==> src/rtl/hazard_ctrl.sv <==
// Pipeline hazard controller: operand forwarding, load-use bubbles, branch flushes
// and multicycle-op holds with a watchdog that forces release after MC_TIMEOUT cycles.
module hazard_ctrl #(
   parameter int unsigned MC_TIMEOUT = 64
) (
   input  logic        clk,
   input  logic        reset,
   input  logic [4:0]  de_rs1,
   input  logic [4:0]  de_rs2,
   input  logic [4:0]  ex_rs1,
   input  logic [4:0]  ex_rs2,
   input  logic [4:0]  ex_rd,
   input  logic        ex_reg_write,
   input  logic [1:0]  ex_result_src,
   input  logic        ex_pc_src,
   input  logic [4:0]  mem_rd,
   input  logic        mem_reg_write,
   input  logic [4:0]  wb_rd,
   input  logic        wb_reg_write,
   input  logic        ex_mc_start,
   input  logic        mc_done,
   output logic [1:0]  ex_op1_forward,
   output logic [1:0]  ex_op2_forward,
   output logic        if_stall,
   output logic        de_stall,
   output logic        ex_stall,
   output logic        de_clear,
   output logic        ex_clear,
   output logic        mem_clear,
   output logic        mc_busy,
   output logic        mc_timeout,
   output logic [15:0] stall_count
);

   typedef enum logic {RUN, MC_WAIT} state_t;

   localparam logic [7:0] MC_LAST = 8'(MC_TIMEOUT - 1);

   state_t      state_q, state_d;
   logic [7:0]  mc_cnt_q, mc_cnt_d;
   logic [15:0] stall_cnt_q, stall_cnt_d;
   logic        timeout_q, timeout_d;
   logic        load_use;
   logic        mc_expired;

   function automatic logic [1:0] fwd_sel(input logic [4:0] rs,
                                          input logic [4:0] m_rd, input logic m_we,
                                          input logic [4:0] w_rd, input logic w_we);
      if (m_we && (m_rd != 5'd0) && (m_rd == rs))
         return 2'b10;
      else if (w_we && (w_rd != 5'd0) && (w_rd == rs))
         return 2'b01;
      else
         return 2'b00;
   endfunction

   assign load_use = (ex_result_src == 2'b01) && ex_reg_write && (ex_rd != 5'd0) &&
                     ((ex_rd == de_rs1) || (ex_rd == de_rs2));
   assign mc_expired = (mc_cnt_q == MC_LAST);

   always_comb begin
      state_d        = state_q;
      mc_cnt_d       = mc_cnt_q;
      timeout_d      = timeout_q;
      ex_op1_forward = 2'b00;
      ex_op2_forward = 2'b00;
      if_stall       = 1'b0;
      de_stall       = 1'b0;
      ex_stall       = 1'b0;
      de_clear       = 1'b0;
      ex_clear       = 1'b0;
      mem_clear      = 1'b0;
      mc_busy        = 1'b0;
      if (reset) begin
         de_clear  = 1'b1;
         ex_clear  = 1'b1;
         mem_clear = 1'b1;
      end else begin
         ex_op1_forward = fwd_sel(ex_rs1, mem_rd, mem_reg_write, wb_rd, wb_reg_write);
         ex_op2_forward = fwd_sel(ex_rs2, mem_rd, mem_reg_write, wb_rd, wb_reg_write);
         case (state_q)
            RUN: begin
               if (ex_mc_start && !mc_done) begin
                  if_stall  = 1'b1;
                  de_stall  = 1'b1;
                  ex_stall  = 1'b1;
                  mem_clear = 1'b1;
                  mc_cnt_d  = 8'd0;
                  state_d   = MC_WAIT;
               end else if (ex_mc_start) begin
                  // multicycle unit finished in one cycle: behaves like a plain op
               end else if (ex_pc_src) begin
                  de_clear = 1'b1;
                  ex_clear = 1'b1;
               end else if (load_use) begin
                  if_stall = 1'b1;
                  de_stall = 1'b1;
                  ex_clear = 1'b1;
               end
            end
            MC_WAIT: begin
               mc_busy = 1'b1;
               // an expired watchdog releases EX exactly as a real completion would
               if (mc_done || mc_expired) begin
                  state_d = RUN;
                  if (!mc_done)
                     timeout_d = 1'b1;
               end else begin
                  if_stall  = 1'b1;
                  de_stall  = 1'b1;
                  ex_stall  = 1'b1;
                  mem_clear = 1'b1;
                  mc_cnt_d  = mc_cnt_q + 8'd1;
               end
            end
            default: state_d = RUN;
         endcase
      end
      stall_cnt_d = stall_cnt_q;
      if (if_stall && (stall_cnt_q != 16'hFFFF))
         stall_cnt_d = stall_cnt_q + 16'd1;
   end

   always_ff @(posedge clk or posedge reset) begin
      if (reset) begin
         state_q     <= RUN;
         mc_cnt_q    <= 8'd0;
         stall_cnt_q <= 16'd0;
         timeout_q   <= 1'b0;
      end else begin
         state_q     <= state_d;
         mc_cnt_q    <= mc_cnt_d;
         stall_cnt_q <= stall_cnt_d;
         timeout_q   <= timeout_d;
      end
   end

   assign mc_timeout  = timeout_q;
   assign stall_count = stall_cnt_q;

endmodule

==> config.mk <==
export PLATFORM = sky130hd
export DESIGN_NAME = hazard_ctrl
export DESIGN_NICKNAME = d
export VERILOG_FILES = /design/src/rtl/hazard_ctrl.sv
export SDC_FILE = /design/constraint.sdc
export NUM_CORES = 1
export LEC_CHECK = 0
export CORE_ASPECT_RATIO = 0.7
export CORE_MARGIN = 5
export CORE_UTILIZATION = 47
export CTS_CLUSTER_SIZE = 28
export DETAILED_ROUTE_END_ITERATION = 8
export PLACE_DENSITY_LB_ADDON = 0.25
export SETUP_SLACK_MARGIN = 0.1
export SLEW_MARGIN = 30
export SYNTH_ARGS = -nofsm -noshare
export SYNTH_HDL_FRONTEND = slang
export SYNTH_SLANG_ARGS = --single-unit
==> constraint.sdc <==
create_clock -name clk -period 3.7 [get_ports clk]
set_input_delay 0.555 -clock clk [delete_from_list [all_inputs] [get_ports clk]]
set_output_delay 0.555 -clock clk [all_outputs]
set_load 0.02 [all_outputs]
Word-level counts from Yosys, hierarchy flattened
Cells that the tools add are included. W data, S select, Z words.

$add $sub $neg: 2. Eq/ne operators: 11. Multiplexer cells: 32. Bitwise logic cells: 3. Reduce and logical (&&, ||, !) cells: 19.

Operators by type and width (count): $eq A5 B5 Y1 (6); $mux W1 (23); $add A16 B1 Y16 const B (1); $mux W8 (2); $ne A16 B16 Y1 const B (1); $pmux W8 S2 (1); $reduce_bool A5 Y1 (3); $logic_and A1 B1 Y1 (11); $add A8 B1 Y8 const B (1); $eq A8 B6 Y1 const B (1); $mux W2 (4); $ne A2 B2 Y1 const B (2); $pmux W1 S2 (2); $reduce_and A4 Y1 (1); $not A1 Y1 (3); $reduce_and A3 Y1 (1); $eq A2 B1 Y1 const B (1); $logic_or A1 B1 Y1 (2); $logic_not A1 Y1 (1).

Bits in registers: 26.

Longest topological paths before layout
Gate-level depths: netlist (run 1).

Depth in word-level cells: 11. Depth in mapped cells: 9.

Worst setup path after synthesis (run 1)
No wires, ideal clock.

Path kind: in2out. Start: in reset. End: out ex_op1_forward[0]. Arrival time: 2.518 ns. Required time: 3.145 ns. Slack: 0.627 ns. Stages on the path: 4. Path buffers: 0. Cells stage by stage: inv_1 > o211ai_1 > or4_1 > nor4_1.

Longest elaborated chain between the ends: 1.

Ends and longest elaborated chain: from (decl) (line 7) `input logic reset,`; $mux W2 (line 74) `if (reset) begin`; to (decl) (line 22) `output logic [1:0] ex_op1_forward,`.

No other way between the ends.

Worst setup path in the final report (run 1)
Start: reg mc_cnt_q[0]. End: out de_stall.

Longest elaborated chain between the ends: 5.

Ends and longest elaborated chain: from (decl) (line 40) `logic [7:0] mc_cnt_q, mc_cnt_d;`; from (signal assigned) (line 132) `mc_cnt_q <= mc_cnt_d;`; $eq A8 B6 Y1 (line 59) `assign mc_expired = (mc_cnt_q == MC_LAST);`; $logic_or A1 B1 Y1 (line 104) `if (mc_done || mc_expired) begin`; $mux W1 (line 104); $pmux W1 S2 (line 81) `case (state_q)`; $mux W1 (line 74); to (decl) (line 25) `output logic de_stall,`.

No other way between the ends.

==> flow_metrics.py, run 1 <==
metrics = {
    "outcome": {
        "status": "completed",
    },
    "layout": {
        "syn_to_final_growth_pct": 47.6,
        "drive_above_1_share_pct": 8.89,
        "num_antenna_cells": 0,
        "nNetsFinal": 318,
        "post_layout_nonfiller_instances": 320,
    },
    "floorplan": {
        "dieWidth_microns": 84.3,
        "coreArea_sq_um": 3630,
        "rows": 18,
        "start_util_pct": 50.1,
        "dieArea_sq_um": 5230,
        "pin_count": 73,
        "die_h_microns": 62.0,
    },
    "placement": {
        "port_buffers": 72,
        "dp.cells": 312,
        "hpwl_microns": 4000,
        "pre_cts_ws_ns": 0.0718,
        "routabilityCongestion": 0.932,
    },
    "cts": {
        "h-tree-depth": 1,
        "cts_tree": "done",
        "clkTransAtPathRegs_ns": 0.09,
        "ctsHoldBuffers": 0,
        "cts_buffers": 3,
        "clockBufferDepth": 2,
        "root_buffer": "clkbuf_8",
        "clock_latency_ns": 0.27,
        "clkSinkCount": 26,
    },
    "yosys": {
        "synth_area_sq_um": 1820,
        "syn_nets": 240,
        "yosysWarnings": 0,
        "ys_ff_latch": 26,
        "synth.distinct_cells": 42,
        "syn_area_per_cell_sq_um": 9.42,
        "synthArstFlopShare_pct": 100,
        "ys_seq_area_share_pct": 35.8,
        "dominantRegCellSynth": "dfrtp_1",
        "synth_edf_count": 0,
        "syn_inst": 193,
    },
    "critical_path": {
        "cp_slowest_cell": "clkdlybuf4s50_1",
        "critPathLaunch": "mc_cnt_q[0]$_DFFE_PP0P_",
        "max_stage_delay_ns": 0.55,
        "start_kind": "register",
        "ff2ff_setup_slack_ns": 1.20,
        "path_cells": "ha_1 -> nand3_2 -> nor3_1 -> or4_4 -> clkinv_2 -> a31oi_4 -> inv_1 -> clkdlybuf4s50_1",
        "r2r-start": "mc_cnt_q[0]$_DFFE_PP0P_",
        "critical_path_buf_inv_count": 3,
        "end_kind": "output pin",
        "crit_type": "reg2out",
        "critPathRequiredTime_ns": 3.14,
        "cpLargestDelayFamily": "buffers and inverters",
        "arrival_ns": 2.80,
        "cp-endpoint": "de_stall",
        "critical_path_depth": 8,
        "reg2regPathDepth": 9,
        "rr_endpoint": "stall_count[8]$_DFFE_PP0P_",
        "cp_max_fo": 13,
    },
    "sta": {
        "final_hold_viol_count": 0,
        "worstMarginPinSlew_ns": 0.635,
        "rsz0062_at_grt": "false",
        "finClkSkew_ns": 0.00716,
        "finalSetupViolCount": 0,
        "period_minus_slack_ns": 3.36,
        "setup_tns_ns": 0,
        "relSlewSlack_pct": 57.6,
        "worst_slack_ns": 0.344,
        "fmax_mhz": 298,
        "slew_violations": 0,
        "finalCritPeriodShare_pct": 90.7,
    },
    "power": {
        "p_seq_share_pct": 41.4,
        "clkPwrFrac_pct": 23.9,
        "p_int_mw": 0.662,
        "p_leak_nw": 1.13,
        "vdd_drop_max_v": 0.000322,
        "powerDensity_nw_per_um2": 365,
        "p_switching_mw": 0.317,
        "p_comb_share_pct": 34.7,
        "p_sw_share_pct": 32.4,
    },
    "worst_hold_path": {
        "min_path_type": "reg2reg",
    },
    "route": {
        "vias": 1743,
        "antenna_left": 0,
        "routedWlPerCell_microns": 15.1,
        "vias_per_cell": 5.45,
        "drt_first_iter_violations": 72,
        "drc": 0,
        "firstDrtPassIters": 4,
        "routed_wirelength_microns": 4820,
    },
    "global_routing": {
        "grt_usage_pct": 18.8,
        "overflow": 0,
        "grt_pass1_wl_microns": 7890,
        "grt_pass1_vias": 1705,
        "antenna_found_initial": 0,
        "grt_start_max_net_pins": 30,
    },
    "run": {
        "drv_cap": 0,
    },
}
Yosys cell counts, types with 2 or more instances:
cell / instances / share of area [%]
or4_1: 4 / 1.7
nand2_1: 25 / 5.2
xnor2_1: 20 / 9.6
nor3_1: 11 / 3.0
ha_1: 2 / 1.4
o31ai_1: 2 / 0.83
and3_1: 3 / 1.0
o21ai_0: 7 / 1.9
nand3_1: 9 / 2.5
a31o_2: 2 / 0.96
buf_6: 2 / 1.2
a22o_1: 5 / 2.4
nor4_1: 11 / 3.8
nor2_2: 2 / 0.69
a21oi_1: 2 / 0.55
a21o_1: 2 / 0.83
nor2_1: 4 / 0.83
xor2_1: 25 / 12
dfrtp_1: 26 / 36
inv_1: 5 / 1.0
nor4_2: 3 / 2.1
cells in the final DEF (no fill, tap or decap), types with 2 or more instances in the layout:
cell,count
nor2_1,4
a31o_2,2
clkbuf_8,3
inv_1,5
nor4_2,3
o21ai_1,2
xnor2_1,20
clkdlybuf4s50_1,70
a21oi_1,2
nand3_1,9
dfrtp_1,26
or4_1,4
nor3_1,11
buf_4,6
a21o_1,2
nor2_2,2
nand2_1,25
a22o_1,5
dlymetal6s2s_1,2
o21ai_0,6
nor4_1,11
ha_1,2
and3_1,3
o31ai_1,2
xor2_1,25
state kept, by name (all words and copies together) (netlist names):
name / cells
mc_timeout: 1
mc_cnt_q: 8
state_q: 1
stall_count: 16
kinds of logic (layout without fill, tap and decap cells):
| family | Yosys count | in the layout | synth area share [%] |
|---|---|---|---|
| AO/OA/AOI/OAI | 27 | 27 | 12.1 |
| AND/OR/NAND/NOR | 80 | 80 | 24.4 |
| buffers and inverters | 11 | 88 | 3.44 |
| multiplexers | 2 | 2 | 1.17 |
| XOR/XNOR | 45 | 45 | 21.7 |
| adder cells (fa/ha/maj) | 2 | 2 | 1.38 |
| flip-flops | 26 | 26 | 35.8 |
timing repair:
| action | 4_1_cts | 5_1_grt |
|---|---|---|
| resized for setup | 1 | 2 |
| setup endpoints to repair | 1 | 4 |
| gates cloned | 0 | 0 |
| buffers inserted | 0 | 4 |
metal layers:
metal	up-vias	routed length, microns	global-route usage [%]
met3	4	335	3.95
li1	854	-	-
met5	-	0	0
met4	0	32	4.06
met1	825	2230	25.4
met2	60	2220	32.1
final cells by class:
cell class                 count  area (sq um)
sequential                    26           651
inverter                       6          23.8
clock inverter                 1          30.0
multi-input combinational    156          1100
timing repair buffer          78           771
clock buffer                   3          41.3
tap                           50          62.6
fill                         265           942
stage by stage:
stage | hold slack [ns] | area (sq um) | util (%) | total power [mW]
2_1_floorplan | 0.466 | 1820 | - | 0.569
3_3_place_gp | 0.459 | 2580 | 71.1 | 0.736
3_5_place_dp | 0.458 | 2580 | 71.1 | 0.746
4_1_cts | 0.494 | 2650 | 73.1 | 0.980
6_report | 0.492 | 2680 | 74.0 | 0.979
5_1_grt | 0.528 | 2680 | 74.0 | 1.03
how the worst min path moves through the flow:
stage | start | end | slack (ns) | cells after the start
after floorplan | mc_cnt_q[1]$_DFFE_PP0P_ | mc_cnt_q[1]$_DFFE_PP0P_ | 0.47 | 2
after global placement | mc_timeout$_DFFE_PP0P_ | mc_timeout$_DFFE_PP0P_ | 0.46 | 1
after detailed placement | mc_timeout$_DFFE_PP0P_ | mc_timeout$_DFFE_PP0P_ | 0.46 | 1
after CTS | stall_count[14]$_DFFE_PP0P_ | stall_count[14]$_DFFE_PP0P_ | 0.49 | 1
after global routing | stall_count[9]$_DFFE_PP0P_ | stall_count[9]$_DFFE_PP0P_ | 0.53 | 1
final | stall_count[14]$_DFFE_PP0P_ | stall_count[14]$_DFFE_PP0P_ | 0.49 | 1
power by group through the flow:
stage	clock network (mW)	registers (mW)	logic, mW
global route	0.249	0.413	0.369
global placement	0	0.404	0.332
CTS	0.237	0.404	0.340
finish	0.234	0.405	0.340
floorplan	0	0.433	0.137
detailed placement	0	0.408	0.338
Power figures use the tool's default switching activity.
==> inputs of run 2 (changes only) <==
Settings changed: ABC_AREA set to 1, CORE_UTILIZATION 47 to 46, CTS_CLUSTER_DIAMETER set to 150.
Clock period 3.7 ns to 3.65 ns, I/O delays scaled along.
==> run 2 against run 1 <==
Sequential power shrank 6.7%. Worst setup slack gained 0.18 ns. Critical path depth grew 2. Clock power shrank 22%. Design area grew 7.5%.
==> flow_metrics.py, run 2 <==
metrics = {
    "critical_path": {
        "critPathMostFrequentCell": "nand2_1",
        "path_cells": "clkdlybuf4s50_1 -> inv_2 -> nand2_1 -> nand2_1 -> nor2_1 -> nand3_1 -> nand2_1 -> nand3_1 -> nand2_2 -> clkdlybuf4s50_1",
        "crit_type": "in2out",
        "critical_path_buf_inv_count": 3,
        "critPathLaunch": "ex_rd[1]",
        "arrival_ns": 2.58,
        "rr_endpoint": "stall_count[3]$_DFFE_PP0P_",
        "cp-endpoint": "if_stall",
        "cpLargestDelayFamily": "buffers and inverters",
        "critical_path_depth": 10,
        "cp_max_fo": 19,
        "cp_slowest_cell": "clkdlybuf4s50_1",
        "reg2regPathDepth": 11,
        "end_kind": "output pin",
        "max_stage_delay_ns": 0.69,
        "ff2ff_setup_slack_ns": 1.69,
        "critPathRequiredTime_ns": 3.10,
        "start_kind": "primary input",
        "r2r-start": "mc_cnt_q[0]$_DFFE_PP0P_",
    },
    "layout": {
        "layout_common_cells": "nand2_1, clkdlybuf4s50_1, nor2_1, nand3_1, inv_1",
        "syn_to_final_growth_pct": 39.4,
        "fillCellCount": 381,
        "final_common_cell": "nand2_1",
        "drive_above_1_share_pct": 5.32,
        "num_antenna_cells": 0,
        "largest_register_ffs": 16,
        "nNetsFinal": 424,
    },
    "floorplan": {
        "dieArea_sq_um": 5960,
        "start_util_pct": 47.5,
        "rows": 20,
        "pin_count": 73,
        "coreArea_sq_um": 4350,
        "dieWidth_microns": 90.2,
        "die_h_microns": 66.1,
    },
    "global_routing": {
        "grt_pass1_wl_microns": 8850,
        "grt_start_max_net_pins": 29,
        "overflow": 0,
        "antenna_found_initial": 0,
        "grt_pass1_vias": 2018,
        "grt_usage_pct": 17.7,
    },
    "yosys": {
        "syn_area_per_cell_sq_um": 6.79,
        "synth_area_sq_um": 2070,
        "ys_ff_latch": 26,
        "ys_top_cells_by_count": "nand2_1, nor2_1, nand3_1, inv_1, dfrtp_1",
        "synth_edf_count": 0,
        "syn_nets": 352,
        "syn_inst": 305,
        "synth.area.top_cells": "dfrtp_1, nand2_1, nand3_1",
        "yosysTopAreaCellShare_pct": 31.4,
        "yosys.area.top_type": "dfrtp_1",
        "yosysWarnings": 0,
        "dominantRegCellSynth": "dfrtp_1",
        "synth.most_common_cell": "nand2_1",
        "ys_seq_area_share_pct": 31.4,
        "synthArstFlopShare_pct": 100,
        "synth.distinct_cells": 31,
    },
    "run": {
        "drv_cap": 0,
    },
    "sta": {
        "timing.hold.ws_ns": 0.475,
        "finalSetupViolCount": 0,
        "setup_tns_ns": 0,
        "period_minus_slack_ns": 3.13,
        "finClkSkew_ns": 0.0112,
        "relSlewSlack_pct": 74.7,
        "worstMarginPinSlew_ns": 0.376,
        "rsz0062_at_grt": "false",
        "fmax_mhz": 320,
        "worst_slack_ns": 0.524,
        "slew_violations": 0,
        "finalCritPeriodShare_pct": 85.6,
        "final_hold_viol_count": 0,
    },
    "route": {
        "routedWlPerCell_microns": 12.1,
        "vias": 2132,
        "drt_first_iter_violations": 130,
        "vias_per_cell": 4.95,
        "antenna_left": 0,
        "drc": 0,
        "routed_wirelength_microns": 5220,
        "firstDrtPassIters": 4,
    },
    "placement": {
        "port_buffers": 72,
        "hpwl_microns": 4300,
        "routabilityCongestion": 0.816,
        "pre_cts_ws_ns": 0.515,
    },
    "power": {
        "vdd_drop_max_v": 0.000271,
        "p_leak_nw": 1.34,
        "powerDensity_nw_per_um2": 316,
    },
    "cts": {
        "post_cts_buffers": 0,
        "ctsHoldBuffers": 0,
        "clock_latency_ns": 0.27,
        "clkSinkCount": 26,
        "cts_tree": "done",
        "cts.repair.resized": 0,
        "h-tree-depth": 1,
        "cts_buffers": 3,
        "clockBufferDepth": 2,
        "root_buffer": "clkbuf_8",
        "clkTransAtPathRegs_ns": 0.08,
    },
    "outcome": {
        "status": "completed",
    },
    "worst_hold_path": {
        "hold_depth": 1,
        "min_path_type": "reg2reg",
    },
}
run 2: worst min path at each step:
stage	from	end	slack, ns
3_5_place_dp	mc_timeout$_DFFE_PP0P_	mc_timeout$_DFFE_PP0P_	0.46
4_1_cts	mc_timeout$_DFFE_PP0P_	mc_timeout$_DFFE_PP0P_	0.48
5_1_grt	mc_timeout$_DFFE_PP0P_	mc_timeout$_DFFE_PP0P_	0.52
3_3_place_gp	mc_timeout$_DFFE_PP0P_	mc_timeout$_DFFE_PP0P_	0.47
2_1_floorplan	mc_cnt_q[4]$_DFFE_PP0P_	mc_cnt_q[4]$_DFFE_PP0P_	0.46
6_report	mc_timeout$_DFFE_PP0P_	mc_timeout$_DFFE_PP0P_	0.48
run 2: metal layers:
layer	vias to the layer above	part of all wire, %	global-route usage, %
met2	43	48	31.8
met5	-	0	0
met4	0	0.98	2.97
met1	973	45	22.2
li1	1110	-	-
met3	6	5.1	4.21
run 2: metrics by stage:
stage | std cells | utilization, % | cell area (sq um) | power [mW]
4_1_cts | 431 | 66.2 | 2880 | 0.923
3_3_place_gp | 427 | 65.0 | 2830 | 0.719
5_1_grt | 431 | 66.2 | 2880 | 0.975
6_report | 431 | 66.2 | 2880 | 0.910
2_1_floorplan | 305 | - | 2070 | 0.569
3_5_place_dp | 427 | 65.0 | 2830 | 0.733
run 2: layout make-up:
type | count | area [sq um] | share of cell area [%]
Inverter | 31 | 119 | 4.12
Multi-Input combinational cell | 241 | 1250 | 43.5
Sequential cell | 26 | 651 | 22.6
Clock buffer | 4 | 55.1 | 1.91
Timing Repair Buffer | 74 | 736 | 25.5
Tap cell | 55 | 68.8 | 2.39
run 2: report_power, final:
part / switching, mW / internal (mW) / total [mW]
Clock: 0.0868 / 0.0964 / 0.183
Combinational: 0.184 / 0.166 / 0.350
Sequential: 0.0534 / 0.324 / 0.378
Total: 0.324 / 0.586 / 0.910
run 2: logic make-up after synthesis:
group / count (synthesis) / share of synthesized area, %
AO/OA/AOI/OAI: 17 / 4.72
XOR/XNOR: 37 / 15.7
adder cells (fa/ha/maj): 2 / 1.21
buffers and inverters: 38 / 7.92
flip-flops: 26 / 31.4
AND/OR/NAND/NOR: 185 / 39.1
run 2: worst register-to-register path, cell delays in order, from the launching register on:
cell and delay (ns):
dfrtp_1 0.40, ha_1 0.22, nand2_1 0.10, nor2_1 0.06, nand2_1 0.08, nand2_1 0.09, a21oi_1 0.16, nand3_1 0.10
nand2_2 0.30, nand2_4 0.20, nand2_1 0.10, nand2_1 0.05
==> inputs of run 3 (changes only) <==
Settings changed: GPL_TIMING_DRIVEN set to 0, SLEW_MARGIN 30 to not set.
==> run 3 against run 2 <==
Register-to-register slack better by 0.08 ns. First-iteration DRC count down 33%. Die area is the same. Sequential cell count did not move. Critical path depth is 2 higher. Count of clock-buffer cells in the layout did not move. Clock skew is 0.0012 ns lower. Global-route usage grew 0.42 points. Worst hold slack got worse by 0.057 ns. Routed wire length is 3.4% higher. Maximum frequency fell by 6.5%. Critical endpoint unchanged. Largest power group unchanged.
==> flow_metrics.py, run 3 (synthesized netlist as in run 2, its figures left out) <==
metrics = {
    "cts": {
        "clkSinkCount": 26,
        "cts_tree": "done",
        "clkTransAtPathRegs_ns": 0.10,
        "clock_latency_ns": 0.28,
        "root_buffer": "clkbuf_8",
        "cts_buffers": 3,
        "clockBufferDepth": 2,
        "h-tree-depth": 1,
    },
    "global_routing": {
        "grt_start_max_net_pins": 30,
        "overflow": 0,
        "grt_pass1_vias": 2017,
        "grt_pass1_wl_microns": 9090,
        "grt_usage_pct": 18.2,
        "antenna_found_initial": 0,
    },
    "worst_hold_path": {
        "min_path_type": "in2async",
    },
    "layout": {
        "syn_to_final_growth_pct": 40.7,
        "layout_common_cells": "nand2_1, clkdlybuf4s50_1, nor2_1, nand3_1",
        "largest_register_ffs": 16,
        "fillCellCount": 418,
        "final_common_cell": "nand2_1",
        "utilization_pct": 66.9,
        "drive_above_1_share_pct": 6.82,
        "nNetsFinal": 429,
        "num_antenna_cells": 0,
    },
    "floorplan": {
        "dieArea_sq_um": 5960,
        "start_util_pct": 47.5,
        "pin_count": 73,
        "die_h_microns": 66.1,
        "dieWidth_microns": 90.2,
        "rows": 20,
        "coreArea_sq_um": 4350,
    },
    "critical_path": {
        "end_kind": "output pin",
        "critPathRequiredTime_ns": 3.10,
        "crit_type": "in2out",
        "cp_max_fo": 11,
        "ff2ff_setup_slack_ns": 1.77,
        "arrival_ns": 2.80,
        "start_kind": "primary input",
    },
    "power": {
        "p_seq_share_pct": 40.5,
        "p_switching_mw": 0.328,
        "powerDensity_nw_per_um2": 315,
        "vdd_drop_max_v": 0.000238,
        "clkPwrFrac_pct": 20.8,
        "p_sw_share_pct": 35.7,
        "p_leak_nw": 1.35,
        "power_mw": 0.919,
        "p_comb_share_pct": 38.7,
        "p_int_mw": 0.590,
    },
    "sta": {
        "worst_slack_ns": 0.307,
        "worstMarginPinSlew_ns": 0.679,
        "finalSetupViolCount": 0,
        "slew_violations": 0,
        "setup_tns_ns": 0,
        "relSlewSlack_pct": 54.5,
        "final_hold_viol_count": 0,
        "timing.hold.ws_ns": 0.418,
        "fmax_mhz": 299,
        "period_minus_slack_ns": 3.34,
        "rsz0062_at_grt": "false",
        "finalCritPeriodShare_pct": 91.6,
        "finClkSkew_ns": 0.00999,
    },
    "placement": {
        "port_buffers": 71,
        "pre_cts_ws_ns": -0.00931,
        "hpwl_microns": 4380,
        "routabilityCongestion": 0.860,
    },
    "run": {
        "drv_cap": 0,
    },
    "route": {
        "vias_per_cell": 5.00,
        "drc": 0,
        "routed_wirelength_microns": 5390,
        "routedWlPerCell_microns": 12.4,
        "firstDrtPassIters": 4,
        "vias": 2181,
        "antenna_left": 0,
        "drt_first_iter_violations": 87,
    },
    "outcome": {
        "status": "completed",
    },
}
## run 3: cell types whose count changed in the layout (fill, tap and decap cells not counted)
| cell | before | now |
|---|---|---|
| buf_2 | 0 | 3 |
| buf_6 | 0 | 1 |
| clkbuf_1 | 0 | 1 |
| clkdlybuf4s50_1 | 72 | 71 |
| clkinvlp_2 | 0 | 1 |
| clkinvlp_4 | 0 | 1 |
| inv_1 | 27 | 26 |
## run 3: power by group through the flow
stage	clock, mW	sequential [mW]	combinational, mW
6_report	0.191	0.372	0.356
5_1_grt	0.207	0.379	0.392
4_1_cts	0.195	0.371	0.359
3_5_place_dp	0	0.376	0.357
3_3_place_gp	0	0.374	0.350
2_1_floorplan	0	0.397	0.171
## run 3: timing repair
item,CTS,global route
buffers inserted,0,0
resized for setup,1,0
hold buffers,0,0
cloned,0,1
setup endpoints to repair,2,2
## run 3: area by class of cell
type / count / area, sq um / share of cell area (%)
buffer: 7 / 45.0 / 1.55
clock buffer: 4 / 55.1 / 1.89
inverter: 31 / 123 / 4.21
multi-input combinational: 241 / 1250 / 43.1
sequential: 26 / 651 / 22.3
tap: 55 / 68.8 / 2.36
timing repair buffer: 71 / 711 / 24.4
timing repair inverter: 1 / 5.00 / 0.172
## run 3: critical path: stages
cell             delay [ns]
clkdlybuf4s50_1        0.54
inv_2                  0.05
nand2_1                0.05
nand2_1                0.06
nor2_1                 0.10
nand3_1                0.07
nand2_1                0.10
nand3_1                0.09
nand2_2                0.18
buf_2                  0.27
buf_4                  0.14
clkdlybuf4s50_1        0.59
## run 3: worst paths after layout
| kind | cells after the start | start | endpoint |
|---|---|---|---|
| setup / recovery | 12 | ex_rd[1] | if_stall |
| hold / removal | 2 | reset | stall_count[5]$_DFFE_PP0P_ |
| setup reg to reg | 11 | mc_cnt_q[0]$_DFFE_PP0P_ | stall_count[0]$_DFFE_PP0P_ |
| hold reg to reg | 1 | mc_timeout$_DFFE_PP0P_ | mc_timeout$_DFFE_PP0P_ |
| max in group asynchronous | 2 | reset | stall_count[0]$_DFFE_PP0P_ |
| min in group clk | 1 | mc_timeout$_DFFE_PP0P_ | mc_timeout$_DFFE_PP0P_ |
## run 3: per-layer routing
layer  wire length (microns)  track usage (%)
met1                    2510             24.6
met2                    2580             30.3
met3                     264             3.98
met4                      37             3.16
met5                       0                0
## run 3: stage by stage
step | std cells | instance area, sq um
6_report | 436 | 2910
5_1_grt | 436 | 2910
4_1_cts | 435 | 2910
3_3_place_gp | 431 | 2850
3_5_place_dp | 431 | 2850
2_1_floorplan | 305 | 2070
